## config.mk

```make
export PLATFORM = sky130hd
export DESIGN_NAME = regfile_wr_arbiter
export DESIGN_NICKNAME = d
export VERILOG_FILES = /design/src/rtl/regfile_wr_arbiter_pkg.sv /design/src/rtl/regfile_wr_arbiter_wr_fifo.sv /design/src/rtl/regfile_wr_arbiter.sv
export SDC_FILE = /design/constraint.sdc
export NUM_CORES = 1
export LEC_CHECK = 0
export CORE_MARGIN = 5
export CORE_UTILIZATION = 38
export CTS_CLUSTER_SIZE = 24
export DETAILED_ROUTE_END_ITERATION = 7
export GPL_ROUTABILITY_DRIVEN = 0
export SLEW_MARGIN = 25
export SYNTH_ARGS = -nofsm -noshare
export SYNTH_HDL_FRONTEND = slang
export SYNTH_SLANG_ARGS = --single-unit
```

## constraint.sdc

```tcl
create_clock -name clk -period 2.7 [get_ports clk]
set_input_delay 0.81 -clock clk [delete_from_list [all_inputs] [get_ports clk]]
set_output_delay 0.81 -clock clk [all_outputs]
set_load 0.02 [all_outputs]
```

## src/rtl/regfile_wr_arbiter_pkg.sv

```systemverilog
// Shared definitions for the register-file write arbiter: source encoding and default widths.
// Imported by regfile_wr_arbiter and its per-source queue.
package regfile_wr_arbiter_pkg;

    localparam int unsigned WORD_SIZE_DEF   = 32;
    localparam int unsigned INDEX_WIDTH_DEF = 4;
    localparam int unsigned FIFO_DEPTH_DEF  = 2;

    typedef enum logic {
        SRC_A = 1'b0,
        SRC_B = 1'b1
    } src_e;

    // Round-robin handoff: after a grant the pointer names the source that lost.
    function automatic src_e other_src(input src_e s);
        return (s == SRC_A) ? SRC_B : SRC_A;
    endfunction

endpackage

```

## src/rtl/regfile_wr_arbiter_wr_fifo.sv

```systemverilog
// wr_fifo: small synchronous FIFO holding {regno,data} writes for one writeback source.
// full/empty decode only from the registered count, so ready never depends on this cycle's push or pop.
module wr_fifo #(
    parameter int unsigned WIDTH = 36,
    parameter int unsigned DEPTH = 2
) (
    input  logic             clk,
    input  logic             reset,
    input  logic             push,
    input  logic [WIDTH-1:0] push_data,
    input  logic             pop,
    output logic [WIDTH-1:0] pop_data,
    output logic             full,
    output logic             empty
);

    localparam int unsigned PTR_W = (DEPTH > 1) ? $clog2(DEPTH) : 1;
    localparam int unsigned CNT_W = $clog2(DEPTH + 1);

    logic [WIDTH-1:0] mem [DEPTH];
    logic [PTR_W-1:0] wr_ptr;
    logic [PTR_W-1:0] rd_ptr;
    logic [CNT_W-1:0] count;
    logic             do_push;
    logic             do_pop;

    assign full    = (count == CNT_W'(DEPTH));
    assign empty   = (count == CNT_W'(0));
    assign do_push = push && !full;
    assign do_pop  = pop && !empty;

    // Pointers and occupancy; simultaneous push and pop leaves the count unchanged.
    always_ff @(posedge clk) begin
        if (reset) begin
            wr_ptr <= '0;
            rd_ptr <= '0;
            count  <= '0;
        end else begin
            if (do_push) begin
                wr_ptr <= wr_ptr + PTR_W'(1);
            end
            if (do_pop) begin
                rd_ptr <= rd_ptr + PTR_W'(1);
            end
            case ({do_push, do_pop})
                2'b10:   count <= count + CNT_W'(1);
                2'b01:   count <= count - CNT_W'(1);
                default: count <= count;
            endcase
        end
    end

    // Storage carries no reset; validity is tracked entirely by the count.
    always_ff @(posedge clk) begin
        if (do_push) begin
            mem[wr_ptr] <= push_data;
        end
    end

    assign pop_data = mem[rd_ptr];

endmodule

```

## src/rtl/regfile_wr_arbiter.sv

```systemverilog
// regfile_wr_arbiter: round-robin sharing of the register file write port between ALU (A) and load unit (B).
// Optional feature macro WR_BYPASS_EN adds forwarding of the in-flight write to two read ports.
module regfile_wr_arbiter
    import regfile_wr_arbiter_pkg::*;
#(
    parameter int unsigned WORD_SIZE   = WORD_SIZE_DEF,
    parameter int unsigned INDEX_WIDTH = INDEX_WIDTH_DEF,
    parameter int unsigned FIFO_DEPTH  = FIFO_DEPTH_DEF
) (
    input  logic                   clk,
    input  logic                   reset,
    input  logic                   a_valid,
    output logic                   a_ready,
    input  logic [INDEX_WIDTH-1:0] a_regno,
    input  logic [WORD_SIZE-1:0]   a_data,
    input  logic                   b_valid,
    output logic                   b_ready,
    input  logic [INDEX_WIDTH-1:0] b_regno,
    input  logic [WORD_SIZE-1:0]   b_data,
    output logic                   rf_wrtEn,
    output logic [INDEX_WIDTH-1:0] rf_wrtRegno,
    output logic [WORD_SIZE-1:0]   rf_dataIn,
    output logic                   idle
`ifdef WR_BYPASS_EN
    ,
    input  logic [INDEX_WIDTH-1:0] rd_regno1,
    input  logic [INDEX_WIDTH-1:0] rd_regno2,
    output logic                   fwd_hit1,
    output logic                   fwd_hit2,
    output logic [WORD_SIZE-1:0]   fwd_data1,
    output logic [WORD_SIZE-1:0]   fwd_data2
`endif
);

    localparam int unsigned ENTRY_W = INDEX_WIDTH + WORD_SIZE;

    logic [ENTRY_W-1:0] a_head;
    logic [ENTRY_W-1:0] b_head;
    logic [ENTRY_W-1:0] head_c;
    logic               a_full;
    logic               b_full;
    logic               a_empty;
    logic               b_empty;
    logic               a_push;
    logic               b_push;
    logic               a_pop_c;
    logic               b_pop_c;
    logic               grant_c;
    src_e               grant_src_c;
    src_e               rr_ptr;

    assign a_ready = !a_full;
    assign b_ready = !b_full;
    assign a_push  = a_valid && a_ready;
    assign b_push  = b_valid && b_ready;

    wr_fifo #(
        .WIDTH (ENTRY_W),
        .DEPTH (FIFO_DEPTH)
    ) u_fifo_a (
        .clk       (clk),
        .reset     (reset),
        .push      (a_push),
        .push_data ({a_regno, a_data}),
        .pop       (a_pop_c),
        .pop_data  (a_head),
        .full      (a_full),
        .empty     (a_empty)
    );

    wr_fifo #(
        .WIDTH (ENTRY_W),
        .DEPTH (FIFO_DEPTH)
    ) u_fifo_b (
        .clk       (clk),
        .reset     (reset),
        .push      (b_push),
        .push_data ({b_regno, b_data}),
        .pop       (b_pop_c),
        .pop_data  (b_head),
        .full      (b_full),
        .empty     (b_empty)
    );

    // Grant: a lone non-empty queue wins outright; contention is settled by rr_ptr.
    always_comb begin
        grant_c     = 1'b0;
        grant_src_c = SRC_A;
        if (!a_empty && !b_empty) begin
            grant_c     = 1'b1;
            grant_src_c = rr_ptr;
        end else if (!a_empty) begin
            grant_c     = 1'b1;
            grant_src_c = SRC_A;
        end else if (!b_empty) begin
            grant_c     = 1'b1;
            grant_src_c = SRC_B;
        end
    end

    assign a_pop_c = grant_c && (grant_src_c == SRC_A);
    assign b_pop_c = grant_c && (grant_src_c == SRC_B);
    assign head_c  = (grant_src_c == SRC_A) ? a_head : b_head;

    // Write stage: the popped head drives the register file for exactly one cycle.
    always_ff @(posedge clk) begin
        if (reset) begin
            rr_ptr      <= SRC_A;
            rf_wrtEn    <= 1'b0;
            rf_wrtRegno <= '0;
            rf_dataIn   <= '0;
        end else begin
            rf_wrtEn <= grant_c;
            if (grant_c) begin
                rr_ptr      <= other_src(grant_src_c);
                rf_wrtRegno <= head_c[ENTRY_W-1 -: INDEX_WIDTH];
                rf_dataIn   <= head_c[WORD_SIZE-1:0];
            end
        end
    end

    assign idle = a_empty && b_empty && !rf_wrtEn;

`ifdef WR_BYPASS_EN
    // The staged write lands at the next edge; expose it to same-cycle readers.
    assign fwd_hit1  = rf_wrtEn && (rd_regno1 == rf_wrtRegno);
    assign fwd_hit2  = rf_wrtEn && (rd_regno2 == rf_wrtRegno);
    assign fwd_data1 = rf_dataIn;
    assign fwd_data2 = rf_dataIn;
`endif

endmodule

```

==> results.md, run 1 <==
- Outcome: completed
- Antenna cells: 0
- Final nets: 636
- Die X: 146 um
- Inserted Clock Buffers: 17
- Vias in the first global route: 4295
- Synth cell types: 26
- Slowest cell delay on critical path: 0.37 ns
- Port-buffer cells: approximately 120
- Seq/Total Area, Yosys: about three quarters
- Pin count of the biggest net entering global routing: 39
- Slowest cell on crit path: or3_4
- Post-CTS Repair Setup Buffers: 0
- CP required: 1.89 ns
- Core area: 0.0181 sq mm
- Count of final setup violators: 0
- Ys flop type: edfxtp_1
- Critical path buffers and inverters: 1
- Final Cycle Share: 93.6%
- Yosys top cell area share: 61.4%
- Crit Path Class: flip-flop to primary output
- CP delay by family, top: simple AND/OR/NAND/NOR gates
- Peak VDD IR: roughly 0.00048 V
- Num rows: 49
- Top post-synthesis cells by count: edfxtp_1, nand2_1, mux2i_1, dfxtp_1, a32o_1
- Die Ht: 146 um
- GRT overflow: 0
- Clock latency at the later pin of the worst-skew pair: roughly 0.42 ns
- Area Overhead vs Synth: 28.5%
- Worst-path clk slew: 0.07 ns
- WP data arrival: 1.72 ns
- I/O pin total: 116
- Worst R2R Path Depth: 4
- Mapped Area: 0.00704 sq mm
- Worst Setup SP: u_fifo_b.count[0]$_SDFFE_PP0P_
- WHS: 0.471 ns
- Synth Net Count: 516
- Max FO, Critical Path: 4
- Post-DP HPWL: just over 9 mm
- GRT Resource Usage Total: 14.4%
- DR pass1 iterations: 4
- Largest buffer count on any clock path: 2
- Routed WL: 14.9 mm
- Starting density of the core: 38.9%
- R2r startpoint: u_fifo_b.count[0]$_SDFFE_PP0P_
- Initial drt markers: around 230
- RR Endpoint: rf_dataIn[19]$_SDFFE_PP0N_
- DRC: 0
- H-tree lvl count: 4
- Final setup TNS: 0 ns
- Max Clock Freq: roughly 400 MHz
- # clock sinks: 192
- Avg Cell Area, Syn: between 15 and 20 sq um
- EDFF count, synth: 144
- Worst slew pin tran: 1.00 ns
- Largest cells by area after synthesis: edfxtp_1, dfxtp_1, mux2i_1
- Initial antenna violation count: 0
- RSZ-0062 raised after global routing: no
- Worst Hold Class: flip-flop to flip-flop
- Most numerous cell in the Yosys netlist: edfxtp_1
- Layout Skew: between 0.006 and 0.007 ns
- Min Tclk post-route: 2.53 ns
- Vias per inst: approximately 5
- CTS tree: built
- Drt wl/cell: about 19 um
- Root buffer cell: clkbuf_16
- R2r setup slk: 0.63 ns
- Power Dens Cells: around 1000 mW/mm^2
- Hold Fails Final Rpt: 0
- Share of layout cells above drive strength 1: 8.23%
- Synthesized instance count: roughly 440
- First-pass GRT wire length: 23.6 mm
- Fin. max-slew vios: 0
- Max-Cap Viols: 0
- Cell Chain, Critical Path: or2_1 -> or3_4 -> nor2_1 -> clkbuf_2
- CP Capture Type: primary output
- Crit path to: idle
- Share of flip-flops with an asynchronous set or reset: 0%
- Via count: around 4k
- Worst setup SP type: flip-flop
- Slew margin rel.: 33.1%
- Die Area: ~0.021 sq mm
- Post-synth top area cell: edfxtp_1
- Min-Delay Path Depth: 1
- Post-route ant nets: 0
- Number of synthesis warnings: 0
- Critical Path Stages: 4
- Leak: a little over 3 nW
- Yosys reg bits: 192
- Fillers: approximately 1.5k
## what timing repair did
action,CTS,global route
hold buffers,0,0
gates resized for setup,2,1
endpoints found under the setup margin,1,1
## metal layers
layer	GRT usage, %	routed length (um)
met1	18.1	6620
met3	4.46	782
met5	0	0
met2	24.1	7320
met4	4.52	161
## registers in the layout (all words and copies together), names as in the netlist, named ones only
register / flops
u_fifo_b.rd_ptr: 1
u_fifo_a.rd_ptr: 1
rr_ptr: 1
rf_wrtEn: 1
u_fifo_b.mem: 72
u_fifo_a.wr_ptr: 1
rf_dataIn: 32
rf_wrtRegno: 4
u_fifo_b.wr_ptr: 1
u_fifo_a.mem: 72
u_fifo_a.count: 2
u_fifo_b.count: 2
## stage by stage
step | std cells | instance area [sq um] | util, % | worst slack (ns) | power, mW
final | 800 | 9050 | 50.0 | 0.172 | 9.23
after global routing | 800 | 9050 | 50.0 | 0.0915 | 9.75
after global placement | 768 | 8520 | 47.1 | 0.148 | 6.98
after detailed placement | 768 | 8520 | 47.1 | 0.0992 | 7.06
after floorplan | 438 | 7040 | - | 0.436 | 5.93
after CTS | 800 | 9050 | 50.1 | 0.00727 | 9.37
## how the worst min path moves through the flow
stage | from | to | slack, ns
after floorplan | u_fifo_b.count[1]$_SDFFE_PP0P_ | u_fifo_b.count[1]$_SDFFE_PP0P_ | 0.47
after CTS | rf_dataIn[2]$_SDFFE_PP0N_ | rf_dataIn[2]$_SDFFE_PP0N_ | 0.47
after global placement | rf_dataIn[9]$_SDFFE_PP0N_ | rf_dataIn[9]$_SDFFE_PP0N_ | 0.46
after detailed placement | rf_dataIn[2]$_SDFFE_PP0N_ | rf_dataIn[2]$_SDFFE_PP0N_ | 0.46
final | rf_dataIn[2]$_SDFFE_PP0N_ | rf_dataIn[2]$_SDFFE_PP0N_ | 0.47
after global routing | rf_wrtRegno[1]$_SDFFE_PP0N_ | rf_wrtRegno[1]$_SDFFE_PP0N_ | 0.49
## power breakdown
group,total (mW),switching (mW),internal [mW]
clock network,2.29,1.03,1.27
logic,2.81,1.58,1.23
registers,4.13,0.315,3.81
total,9.23,2.92,6.31
## cells by family after synthesis
logic type | synth area share (%)
xor+xnor | 0.995
simple gates | 5.69
flops | 75.1
mux | 10.2
fa+ha+maj | 0.355
buf+inv | 2.04
compound gates | 5.60
## cell usage in the layout, fill, tap and decap left out, drive strengths merged, types with 4 or more instances in the layout
| master | instances |
|---|---|
| buf | 9 |
| a32o | 36 |
| edfxtp | 144 |
| nor2 | 13 |
| clkbuf | 23 |
| clkdlybuf4s50 | 114 |
| nand2 | 74 |
| dfxtp | 48 |
| xor2 | 4 |
| clkinv | 6 |
| mux2i | 72 |
| xnor2 | 4 |
## final cells by class
type | count | area (sq um) | area share [%]
flip-flops and latches | 192 | 5290 | 58.4
multi-input cells | 222 | 1650 | 18.2
repair buffers | 124 | 1290 | 14.2
clock buffers | 22 | 444 | 4.91
well taps | 229 | 287 | 3.17
clock inverters | 10 | 88.8 | 0.982
inverters | 1 | 3.75 | 0.0415
No activity file was read; power rests on OpenSTA's default activity.
==> run 2, diff against run 1 <==
CORE_ASPECT_RATIO = 0.6   (was default)
clock period = 2.62 ns   (was 2.7 ns; I/O delays follow)
==> results.md, run 2 (synthesis gave the netlist of run 1 again) <==
- Worst setup SP type: flip-flop
- Root buffer cell: clkbuf_16
- Via count: roughly 3.9k
- Count of final setup violators: 0
- Worst slew pin tran: 0.636 ns
- Post-placement worst setup slack: 0.166 ns
- Seq. cell area: between 0.005 and 0.006 sq mm
- Slew margin rel.: 57.6%
- Hold Path End: rf_dataIn[3]$_SDFFE_PP0N_
- WP data arrival: between 1.5 and 2 ns
- GRT overflow: 0
- Crit Path Class: flip-flop to primary output
- Post-route ant nets: 0
- Worst Hold Class: flip-flop to flip-flop
- Final nets: 639
- I/O pin total: 116
- Initial drt markers: 405
- Worst-path clk slew: 0.07 ns
- Max-Cap Viols: 0
- Starting density of the core: 38.9%
- Area Overhead vs Synth: 29.3%
- Fin. max-slew vios: 0
- Area occupied by multi-input gates: 0.00163 sq mm
- Biggest regs: u_fifo_a.mem (72), u_fifo_b.mem (72), rf_dataIn (32)
- R2r startpoint: u_fifo_b.count[0]$_SDFFE_PP0P_
- First-pass GRT wire length: ~23 mm
- Slowest cell delay on critical path: 0.62 ns
- Min Tclk post-route: approximately 2.5 ns
- Antenna cells: 0
- Leak: 3.13 nW
- # clock sinks: 192
- Cell Chain, Critical Path: nand2b_1 -> clkdlybuf4s50_1
- Post-DP HPWL: 11.2 mm
- CP delay by family, top: buffers and inverters
- Die X: between 150 and 200 um
- DRC: 0
- Final Cycle Share: 94.5%
- Critical path buffers and inverters: 1
- Max Clock Freq: 404 MHz
- Slowest cell on crit path: clkdlybuf4s50_1
- CP required: approximately 1.8 ns
- Die Ht: 115 um
- Outcome: completed
- Vias per inst: 4.84
- Core area: around 0.018 sq mm
- DR pass1 iterations: 8
- Final setup TNS: 0 ns
- Final WS setup: 0.144 ns
- Post-CTS Repair Setup Buffers: 0
- Routed WL: 15.7 mm
- Fillers: 1504
- R2r setup slk: between 0.7 and 0.8 ns
- Initial antenna violation count: 0
- Port-buffer cells: 115
- Die Area: 0.0214 sq mm
- H-tree lvl count: 4
- Worst R2R Path Depth: 5
- CTS tree: built
- Clock latency at the later pin of the worst-skew pair: 0.42 ns
- CP Capture Type: primary output
- Num rows: 38
- Largest buffer count on any clock path: 2
- Hold Fails Final Rpt: 0
- Hold_sp: rf_dataIn[3]$_SDFFE_PP0N_
- Vias in the first global route: 3892
- Hold-fix buffers, CTS: 0
- Peak VDD IR: 0.000506 V
- Worst Setup SP: u_fifo_a.count[0]$_SDFFE_PP0P_
- Total design power: a little under 10 mW
- Most common cell after layout, fill and taps aside: edfxtp_1
- Most frequent cells in the layout: edfxtp_1, clkdlybuf4s50_1, nand2_1, mux2i_1, dfxtp_1
- Max FO, Critical Path: 6
- Share of layout cells above drive strength 1: 8.89%
- Min-Delay Path Depth: 1
- Power Dens Cells: 1070 mW/mm^2
- RSZ-0062 raised after global routing: no
- GRT Resource Usage Total: between 10 and 15%
- Pin count of the biggest net entering global routing: 39
- Drt wl/cell: 19.3 um
- RR Endpoint: u_fifo_a.count[1]$_SDFFE_PP0P_
- Inserted Clock Buffers: 17
- Layout Skew: 0.00934 ns
-- run 2: cell types whose count changed in the layout (fill, tap and decap cells not counted), moves of 2 or more --
| cell | change |
|---|---|
| and3_1 | +2 |
| and3_2 | -2 |
| buf_4 | +4 |
| clkbuf_1 | -3 |
| clkbuf_8 | +2 |
| clkinv_2 | -2 |
| inv_6 | +2 |
-- run 2: repair_timing --
action,4_1_cts,5_1_grt
resized for setup,2,1
pin swaps,0,0
endpoints found under the setup margin,1,1
hold endpoints to repair,0,0
gates cloned,0,0
-- run 2: area by class of cell --
type                            count  share of cell area (%)
Sequential cell                   192                    58.1
Multi-Input combinational cell    222                    17.9
Tap cell                          240                    3.30
Timing Repair Buffer              127                    14.3
Inverter                            1                  0.0412
Clock inverter                     11                    1.37
Clock buffer                       21                    5.06
-- run 2: routing by layer --
metal / GRT usage [%] / wire length (um)
met1: 24.0 / 8290
met2: 19.3 / 6560
met3: 3.98 / 748
met4: 3.93 / 143
met5: 0 / 0
-- run 2: worst max-delay path by stage --
stage                              endpoint  depth (start not counted)  slack (ns)
2_1_floorplan  u_fifo_b.mem[0][0]$_DFFE_PP_                          2        0.38
3_3_place_gp                           idle                          4        0.18
3_5_place_dp                           idle                          4        0.17
4_1_cts                                idle                          4       0.005
5_1_grt                             a_ready                          2        0.04
6_report                            a_ready                          2        0.14
-- run 2: worst reg2reg max path: cells and delay by family, from the launching register on --
kind	cells	cell delay, ns
AND/OR/NAND/NOR	2	0.67
AO/OA/AOI/OAI	2	0.47
flip-flops	1	0.35
adder cells (fa/ha/maj)	1	0.32
-- run 2: through the flow --
stage | cell area (sq um) | instances | hold slack (ns) | utilization [%]
after floorplan | 7040 | 438 | 0.467 | -
after global placement | 8520 | 782 | 0.449 | 47.1
after detailed placement | 8520 | 782 | 0.455 | 47.1
after CTS | 9110 | 814 | 0.470 | 50.3
after global routing | 9100 | 814 | 0.479 | 50.3
final | 9100 | 814 | 0.466 | 50.3
-- run 2: where the power goes --
| group | total, mW | internal (mW) | switching, mW |
|---|---|---|---|
| registers | 4.18 | 3.93 | 0.258 |
| logic | 3.03 | 1.26 | 1.78 |
| clock network | 2.54 | 1.47 | 1.08 |
| total | 9.76 | 6.65 | 3.11 |
